## src/rtl/semaforo_pkg.sv

```systemverilog
// Shared definitions for the traffic light and its pedestrian button.
// Light encodings, FSM state type and timer width.
package semaforo_pkg;

    localparam logic [2:0] VERDE    = 3'b001;
    localparam logic [2:0] AMARELO  = 3'b010;
    localparam logic [2:0] VERMELHO = 3'b100;

    localparam int TW = 8;

    typedef logic [1:0] estado_t;

    localparam estado_t OCIOSO   = 2'd0;
    localparam estado_t PEDIDO   = 2'd1;
    localparam estado_t BLOQUEIO = 2'd2;

endpackage

```

## src/rtl/debounce_botao.sv

```systemverilog
// Two-flop synchronizer plus debouncer for the raw push-button.
// rise pulses combinationally on the edge the debounced level goes 0->1.
module debounce_botao
    import semaforo_pkg::*;
#(
    parameter logic [TW-1:0] DEBOUNCE = 8'd4
) (
    input  logic clk,
    input  logic rst,
    input  logic din,
    output logic dout,
    output logic rise
);

    logic          s1_q;
    logic          s2_q;
    logic          deb_q;
    logic          deb_d;
    logic [TW-1:0] cnt_q;
    logic [TW-1:0] cnt_d;

    // Any return of s2 to the held level restarts qualification
    always_comb begin
        deb_d = deb_q;
        cnt_d = '0;
        if (s2_q != deb_q) begin
            if (cnt_q == DEBOUNCE - 8'd1) begin
                deb_d = s2_q;
            end else begin
                cnt_d = cnt_q + 8'd1;
            end
        end
    end

    always_ff @(posedge clk) begin
        if (rst) begin
            s1_q  <= 1'b0;
            s2_q  <= 1'b0;
            deb_q <= 1'b0;
            cnt_q <= '0;
        end else begin
            s1_q  <= din;
            s2_q  <= s1_q;
            deb_q <= deb_d;
            cnt_q <= cnt_d;
        end
    end

    assign dout = deb_q;
    assign rise = deb_d & ~deb_q;

endmodule

```

## src/rtl/condicionador_botao.sv

```systemverilog
// Pedestrian request conditioner: debounced press -> held request,
// cleared when semaforo A goes yellow, followed by a lockout window.
module condicionador_botao
    import semaforo_pkg::*;
#(
    parameter logic [TW-1:0] DEBOUNCE = 8'd4,
    parameter logic [TW-1:0] LOCKOUT  = 8'd10
) (
    input  logic       clk,
    input  logic       rst,
    input  logic       bt_in,
    input  logic [2:0] A,
    output logic       bt,
    output logic       bloqueado
);

    logic          press;
    logic          deb_unused;
    estado_t       est_q;
    estado_t       est_d;
    logic [TW-1:0] lc_q;
    logic [TW-1:0] lc_d;
    logic          bt_q;
    logic          blq_q;

    debounce_botao #(
        .DEBOUNCE (DEBOUNCE)
    ) u_deb (
        .clk  (clk),
        .rst  (rst),
        .din  (bt_in),
        .dout (deb_unused),
        .rise (press)
    );

    // Presses outside OCIOSO are merged or discarded, never queued
    always_comb begin
        est_d = est_q;
        lc_d  = lc_q;
        unique case (est_q)
            OCIOSO: begin
                if (press) begin
                    est_d = PEDIDO;
                end
            end
            PEDIDO: begin
                if (A == AMARELO) begin
                    est_d = BLOQUEIO;
                    lc_d  = LOCKOUT;
                end
            end
            BLOQUEIO: begin
                if (lc_q == '0) begin
                    est_d = OCIOSO;
                end else begin
                    lc_d = lc_q - 8'd1;
                end
            end
            default: begin
                est_d = OCIOSO;
            end
        endcase
    end

    always_ff @(posedge clk) begin
        if (rst) begin
            est_q <= OCIOSO;
            lc_q  <= '0;
            bt_q  <= 1'b0;
            blq_q <= 1'b0;
        end else begin
            est_q <= est_d;
            lc_q  <= lc_d;
            bt_q  <= (est_d == PEDIDO);
            blq_q <= (est_d == BLOQUEIO);
        end
    end

    assign bt        = bt_q;
    assign bloqueado = blq_q;

endmodule

```

## config.mk

```make
export PLATFORM = sky130hd
export DESIGN_NAME = condicionador_botao
export DESIGN_NICKNAME = d
export VERILOG_FILES = /design/src/rtl/semaforo_pkg.sv /design/src/rtl/debounce_botao.sv /design/src/rtl/condicionador_botao.sv
export SDC_FILE = /design/constraint.sdc
export NUM_CORES = 1
export LEC_CHECK = 0
export BUFFER_PORTS_ARGS = -buffer_cell sky130_fd_sc_hd__buf_2
export CAP_MARGIN = 25
export CORE_MARGIN = 2
export CORE_UTILIZATION = 50
export CTS_CLUSTER_DIAMETER = 150
export CTS_CLUSTER_SIZE = 8
export DETAILED_ROUTE_END_ITERATION = 8
export MAX_ROUTING_LAYER = met4
export PLACE_DENSITY_LB_ADDON = 0.3
export SLEW_MARGIN = 20
export SYNTH_ARGS = -nofsm -noshare
export SYNTH_HDL_FRONTEND = slang
export SYNTH_SLANG_ARGS = --single-unit
```

## constraint.sdc

```tcl
create_clock -name clk -period 1.43 [get_ports clk]
set_input_delay 0.143 -clock clk [delete_from_list [all_inputs] [get_ports clk]]
set_output_delay 0.143 -clock clk [all_outputs]
set_load 0.01 [all_outputs]
```

==> impl_metrics.json, run 1 <==
{
  "clock.fmax_ghz": 0.718,
  "dieWidth_um": 48.8,
  "yosys.area.top_type": "dfxtp_1",
  "arrival_ns": 1.64,
  "grt_overflow_total": 0,
  "placementRows": 16,
  "dieHeight_um": 48.8,
  "rsz0062_at_grt": "yes",
  "syn_avg_cell_area_um2": 9.28,
  "grt_usage": 0.174,
  "synth_nets": 117,
  "path_buf_inv": 1,
  "nNetsFinal": 143,
  "crit_required_ns": 1.68,
  "mostFrequentLayoutCells": "dfxtp_1, nor2_1, buf_4",
  "final_antenna_net_count": 0,
  "cts_root_buf": "clkbuf_4",
  "drt_iter0_markers": 13,
  "setup_tns_ns": 0,
  "drc": 0,
  "stdcell_count": 160,
  "syn_to_final_growth_pct": 27.2,
  "min_period_ns": 1.39,
  "synthTopCellsByArea": "dfxtp_1, nor2_1, xnor2_1",
  "drive_gt1_frac": 0.338,
  "final_max_slew_viol_count": 0,
  "clock_latency_ns": 0.31,
  "path_cells": "inv_2 -> ha_4 -> nor3b_4 -> a21oi_2 -> a21o_1 -> a21oi_2",
  "grt_pass1_wl_mm": 3.13,
  "drt_first_pass_iters": 4,
  "ys_seq_area_frac": 0.459,
  "maxCapViolCount": 0,
  "tightest_slew_ns": 0.316,
  "p_leak_nw": 0.485,
  "fin_worst_skew_ns": 0.00342,
  "fp.dieArea_um2": 2380,
  "setup_viol": 0,
  "grt_pass1_vias": 773,
  "place_inst": 155,
  "path_class": "reg -> reg",
  "gp_congestion": 0.839,
  "yosys_warnings": 0,
  "pre_cts_ws_ns": -0.0614,
  "dp_hpwl_mm": 1.42,
  "mostFrequentLayoutCell": "dfxtp_1",
  "slowest_delay_ns": 0.35,
  "vias_per_cell": 5.16,
  "cp_common_cell": "a21oi_2",
  "critPathSlowestCell": "dfxtp_2",
  "crit_fanout": 4,
  "drt-total-wl_mm": 1.93,
  "hold_class": "in -> reg",
  "period_share": 0.974,
  "wl_per_cell_um": 12.1,
  "fin_ws_ns": 0.0370,
  "io_pins": 8,
  "critPathLaunchType": "flop",
  "clkSlewWorstSetupHoldPaths_ns": 0.12,
  "powerDensity_nw_per_um2": 757,
  "cts_tree": "built",
  "fin_hold_ws_ns": 0.0322,
  "htreeDepth": 1,
  "clock_path_buffers": 2,
  "cts_sinks": 23,
  "grt_max_degree": 14,
  "status": "finished clean",
  "initial_utilization": 0.521,
  "synth_cells": 108,
  "grt_antenna_before_repair": 0,
  "synth.distinct_cells": 34,
  "antenna_cells": 0,
  "slew_headroom": 0.789,
  "core-area_um2": 1920,
  "critPathTopFamily": "compound AO/OA/AOI/OAI gates",
  "routed-via-count": 826,
  "ir_drop_mv": 0.755,
  "synth_area_um2": 1000,
  "port_buffers": 7,
  "synth_top_area_share": 0.459,
  "worst_setup_path_end_kind": "flop",
  "ys_ff_latch": 23,
  "numCtsBuffers": 3,
  "hold_viol": 0
}
metal layers:
layer  part of all wire  global-route usage  up-vias  wire, um
met3              0.024              0.0307        7        46
met4              0.025              0.0952        0        48
met5                  0                   -        -         0
met1               0.44               0.191      381       846
li1                   -                   -      424         -
met2               0.51               0.297       14       990
logic make-up (layout without fill, tap and decap cells):
family          after synthesis  in the layout  synth area share
fa+ha+maj                     3              3            0.0375
mux                           1              1           0.00999
flops                        23             23             0.459
xor+xnor                     10             10            0.0874
simple gates                 50             50             0.280
buf+inv                       8             33            0.0300
compound gates               13             13            0.0961
through the flow:
step / utilization / total power, W / area (um2)
3_5_place_dp: 0.617 / 0.000686 / 1180
2_1_floorplan: - / 0.000674 / 1010
5_1_grt: 0.663 / 0.00100 / 1270
4_1_cts: 0.638 / 0.000976 / 1230
6_report: 0.663 / 0.000965 / 1270
3_3_place_gp: 0.617 / 0.000685 / 1180
sequential cells by signal (all words and copies together), names as in the netlist:
name and flops:
u_deb.dout 1, lc_q 8, u_deb.s1_q 1, u_deb.s2_q 1, bt 1, bloqueado 1, u_deb.cnt_q 8, est_q 2
report_power, final:
part           switching (W)   total, W  internal (W)
Clock               0.000188   0.000292      0.000105
Sequential        0.00000171   0.000646      0.000644
Combinational      0.0000139  0.0000267     0.0000128
Total               0.000203   0.000965      0.000761
cell usage after synthesis, drive strengths merged:
cell type  number
dfxtp          23
nor2           18
nand3           7
inv             6
xnor2           5
xor2            5
a21oi           4
nor3            4
and3            3
ha              3
nand2           3
nor3b           3
a211o           2
a211oi          2
clkbuf          2
nor2b           2
nor4            2
or3b            2
a21boi          1
a21o            1
a22oi           1
a31o            1
a31oi           1
and2b           1
mux2i           1
nand2b          1
nand3b          1
nand4           1
or3             1
or4             1
final timing paths:
path	startpoint	to	slack, ns	cells past startpoint
max	lc_q[1]	lc_q[4]	0.04	6
min	bt_in	u_deb.s1_q	0.03	2
max reg2reg	lc_q[1]	lc_q[4]	0.04	6
min reg2reg	u_deb.s1_q	u_deb.s2_q	0.46	1
cell type report:
class / count / area, um2
inverter: 6 / 22.5
fill: 180 / 647
sequential: 23 / 465
clock buffer: 3 / 22.5
timing repair buffer: 23 / 155
multi-input combinational: 77 / 571
tap: 27 / 33.8
clock inverter: 1 / 5.00
what timing repair did:
action | CTS | global route
endpoints found under the hold margin | 0 | 0
setup buffers | 0 | 1
hold buffers | 0 | 0
setup endpoints to repair | 7 | 18
gates resized for setup | 4 | 11
pin swaps | 3 | 7
(Power assumes the default switching activity.)
==> inputs of run 2 (changes only) <==
- SETUP_SLACK_MARGIN: not set -> 0.3
==> impl_metrics.json, run 2 (synthesized netlist as in run 1, its figures left out) <==
{
  "crit_fanout": 6,
  "power.total_w": 0.000970,
  "cts_sinks": 23,
  "min_period_ns": 1.42,
  "p_clk_frac": 0.312,
  "p_switching_w": 0.000211,
  "port_buffers": 7,
  "grt_pass1_vias": 820,
  "place_inst": 146,
  "seq_power_share": 0.659,
  "p_sw_frac": 0.218,
  "numCtsBuffers": 3,
  "nNetsFinal": 150,
  "clock_latency_ns": 0.31,
  "setup_viol": 0,
  "final_antenna_net_count": 0,
  "clkSlewWorstSetupHoldPaths_ns": 0.12,
  "fin_hold_ws_ns": 0.0323,
  "status": "finished clean",
  "initial_utilization": 0.521,
  "dp_hpwl_mm": 1.32,
  "powerDensity_nw_per_um2": 692,
  "grt_overflow_total": 0,
  "mostFrequentLayoutCells": "buf_4, dfxtp_1, nor2_1",
  "tightest_slew_ns": 0.332,
  "r2r_slack_ns": 0.01,
  "dieHeight_um": 48.8,
  "gp_congestion": 0.821,
  "drive_gt1_frac": 0.479,
  "clock_path_buffers": 2,
  "htreeDepth": 1,
  "seq_area_um2": 482,
  "hold_viol": 0,
  "cts_tree": "built",
  "dieWidth_um": 48.8,
  "rsz0062_at_grt": "yes",
  "core-area_um2": 1920,
  "ir_drop_mv": 0.766,
  "grt_antenna_before_repair": 0,
  "multi_input_area_um2": 629,
  "io_pins": 8,
  "worst_setup_path_end_kind": "flop",
  "wl_per_cell_um": 12.3,
  "period_share": 0.991,
  "holdBufCountCts": 0,
  "clock.fmax_ghz": 0.706,
  "crit_required_ns": 1.68,
  "mostFrequentLayoutCell": "buf_4",
  "fin_worst_skew_ns": 0.00291,
  "path_class": "reg -> reg",
  "drt_first_pass_iters": 4,
  "internal_power_w": 0.000758,
  "placementRows": 16,
  "drt-total-wl_mm": 2.06,
  "slew_headroom": 0.778,
  "nFillCells": 139,
  "drc": 0,
  "routed-via-count": 865,
  "drt_iter0_markers": 30,
  "grt_pass1_wl_mm": 3.70,
  "antenna_cells": 0,
  "top_regs": "lc_q (8), u_deb.cnt_q (8), est_q (2)",
  "cts_root_buf": "clkbuf_4",
  "hold_class": "in -> reg",
  "syn_to_final_growth_pct": 39.8,
  "vias_per_cell": 5.18,
  "grt_max_degree": 13,
  "grt_usage": 0.206,
  "fp.dieArea_um2": 2380,
  "maxCapViolCount": 0,
  "critPathLaunchType": "flop",
  "p_comb_frac": 0.028,
  "stdcell_count": 167,
  "final_max_slew_viol_count": 0,
  "arrival_ns": 1.67,
  "p_leak_nw": 0.516
}
## run 2: per-layer routing
metal	wire length, um	GRT usage	vias to the layer above
met5	0	-	-
met3	64	0.0276	5
li1	-	-	436
met2	1030	0.329	14
met4	39	0.0714	0
met1	932	0.269	410
## run 2: worst max-delay path, stage by stage (launching register included)
cell	delay [ns]
dfxtp_4	0.39
nor4_4	0.37
buf_4	0.19
a21boi_4	0.08
a31o_1	0.20
a21oi_1	0.13
## run 2: path summary, 6_finish.rpt
path | startpoint | end | cells after the start
setup / recovery | lc_q[3] | lc_q[5] | 5
hold / removal | bt_in | u_deb.s1_q | 2
setup reg to reg | lc_q[3] | lc_q[5] | 5
hold reg to reg | u_deb.s1_q | u_deb.s2_q | 1
## run 2: power groups by stage
stage / logic, W / clock network [W] / registers [W]
2_1_floorplan: 0.0000153 / 0 / 0.000661
3_3_place_gp: 0.0000217 / 0 / 0.000661
3_5_place_dp: 0.0000229 / 0 / 0.000661
4_1_cts: 0.0000263 / 0.000312 / 0.000641
5_1_grt: 0.0000312 / 0.000331 / 0.000640
6_report: 0.0000276 / 0.000303 / 0.000639
## run 2: what timing repair did
action	CTS	global route
pin swaps	13	11
cloned	0	0
buffers inserted	11	6
setup endpoints to repair	20	21
gates resized for setup	18	11
## run 2: layout make-up
cell class	instances	share of cell area
multi-input cells	77	0.449
flip-flops and latches	23	0.344
repair buffers	30	0.148
well taps	27	0.0241
clock buffers	4	0.0188
inverters	6	0.0161
## run 2: metrics by stage
stage	TNS (ns)	util	instance area, um2	setup slack, ns
4_1_cts	0	0.686	1320	0.0200
6_report	0	0.729	1400	0.0134
5_1_grt	-0.371	0.729	1400	-0.0708
3_5_place_dp	-0.231	0.594	1140	-0.0443
2_1_floorplan	0	-	1040	0.110
3_3_place_gp	-0.00376	0.594	1140	-0.00167
==> inputs of run 3 (changes only) <==
- CORE_ASPECT_RATIO: not set -> 0.8
==> impl_metrics.json, run 3 (synthesized netlist as in run 1, its figures left out) <==
{
  "hold_viol": 0,
  "drt_first_pass_iters": 4,
  "highest_layer": "met4",
  "crit_required_ns": 1.65,
  "core-area_um2": 1890,
  "rsz0062_at_grt": "yes",
  "period_share": 0.992,
  "critPathTopFamily": "simple AND/OR/NAND/NOR gates",
  "mostFrequentLayoutCell": "buf_4",
  "grt_pass1_vias": 831,
  "nNetsFinal": 147,
  "mostFrequentLayoutCells": "buf_4, dfxtp_1, nor2_1",
  "dieWidth_um": 54.1,
  "wirelength_met1_mm": 1.01,
  "critPathSlowestCell": "or4_4",
  "wl_met3_um": 80,
  "grt_pass1_wl_mm": 3.49,
  "dpl-instance-area_um2": 1140,
  "nFillCells": 139,
  "dieHeight_um": 44.0,
  "status": "finished clean",
  "p_clk_frac": 0.322,
  "setup_viol": 0,
  "clock.fmax_ghz": 0.705,
  "p_switching_w": 0.000226,
  "final_antenna_net_count": 0,
  "cts_tree": "built",
  "grt_usage": 0.212,
  "clock_path_buffers": 2,
  "pre_cts_ws_ns": -0.0845,
  "clock_latency_ns": 0.32,
  "path_class": "reg -> reg",
  "slowest_delay_ns": 0.53,
  "drt-total-wl_mm": 2.20,
  "routed-via-count": 851,
  "gp_congestion": 0.861,
  "io_pins": 8,
  "fin_ws_ns": 0.0114,
  "p_sw_frac": 0.230,
  "top_regs": "lc_q (8), u_deb.cnt_q (8), est_q (2)",
  "port_buffers": 7,
  "initial_utilization": 0.530,
  "syn_to_final_growth_pct": 37.2,
  "vias_per_cell": 5.29,
  "seq_power_share": 0.651,
  "crit_fanout": 4,
  "worst_setup_path_end_kind": "flop",
  "numCtsBuffers": 3,
  "fin_worst_skew_ns": 0.00302,
  "wl_per_cell_um": 13.6,
  "min_period_ns": 1.42,
  "setup_tns_ns": 0,
  "clkSlewWorstSetupHoldPaths_ns": 0.13,
  "internal_power_w": 0.000756,
  "path_buf_inv": 0,
  "grt_overflow_total": 0,
  "dp_hpwl_mm": 1.39,
  "wl_met2_mm": 1.05,
  "final_max_slew_viol_count": 0,
  "drc": 0,
  "ir_drop_mv": 0.789,
  "hold_class": "in -> reg",
  "cts_sinks": 23,
  "drt_iter0_markers": 13,
  "critPathLaunchType": "flop",
  "antenna_cells": 0,
  "cts_root_buf": "clkbuf_4",
  "path_cells": "or4_4 -> a211oi_2 -> xnor2_1 -> nor2_2",
  "p_leak_nw": 0.501,
  "drive_gt1_frac": 0.474,
  "powerDensity_nw_per_um2": 715,
  "p_comb_frac": 0.027,
  "maxCapViolCount": 0,
  "placementRows": 14,
  "arrival_ns": 1.64,
  "htreeDepth": 1,
  "final_cell_area_um2": 1380,
  "grt_antenna_before_repair": 0,
  "tightest_slew_ns": 0.333,
  "slew_headroom": 0.778,
  "grt_max_degree": 15,
  "fp.dieArea_um2": 2380
}
-- run 3: layout make-up --
cell class                 count  area (um2)  area share
clock inverter                 1        7.51     0.00546
clock buffer                   3        22.5      0.0164
timing repair buffer          27         196       0.143
sequential                    23         483       0.351
tap                           24        30.0      0.0218
multi-input combinational     77         613       0.446
inverter                       6        22.5      0.0164
-- run 3: path summary, 6_finish.rpt --
| kind | startpoint | endpoint | slack [ns] | cells past startpoint |
|---|---|---|---|---|
| worst max-delay path | lc_q[2] | lc_q[6] | 0.01 | 4 |
| worst min register to register | u_deb.s1_q | u_deb.s2_q | 0.46 | 1 |
| worst max register to register | lc_q[2] | lc_q[6] | 0.01 | 4 |
| worst min-delay path | bt_in | u_deb.s1_q | 0.03 | 2 |
-- run 3: per-stage QoR --
stage / util / power (W) / hold WS [ns] / instances
6_report: 0.727 / 0.000983 / 0.0260 / 161
5_1_grt: 0.727 / 0.00101 / 0.0207 / 161
4_1_cts: 0.698 / 0.000999 / 0.0195 / 158
3_5_place_dp: 0.605 / 0.000684 / 0.376 / 144
3_3_place_gp: 0.605 / 0.000683 / 0.361 / 144
2_1_floorplan: - / 0.000676 / 0.271 / 108
-- run 3: metal layers --
layer,vias to the layer above,track usage
li1,428,-
met1,397,0.271
met2,18,0.317
met3,8,0.0608
met4,0,0.0850
met5,-,-
-- run 3: worst register-to-register path, cell delays in order (launching register included) --
cell      delay (ns)
dfxtp_4         0.38
or4_4           0.53
a211oi_2        0.18
xnor2_1         0.17
nor2_2          0.05
-- run 3: power by group through the flow --
stage | Sequential (W) | Clock (W) | Combinational (W)
floorplan | 0.000661 | 0 | 0.0000153
global placement | 0.000661 | 0 | 0.0000221
detailed placement | 0.000661 | 0 | 0.0000226
finish | 0.000639 | 0.000316 | 0.0000269
global route | 0.000640 | 0.000343 | 0.0000300
CTS | 0.000641 | 0.000332 | 0.0000258
-- run 3: repair_timing --
action,CTS,global route
resized for setup,19,12
buffers inserted,10,3
hold buffers,0,0
pin swaps,17,17
setup endpoints to repair,21,21
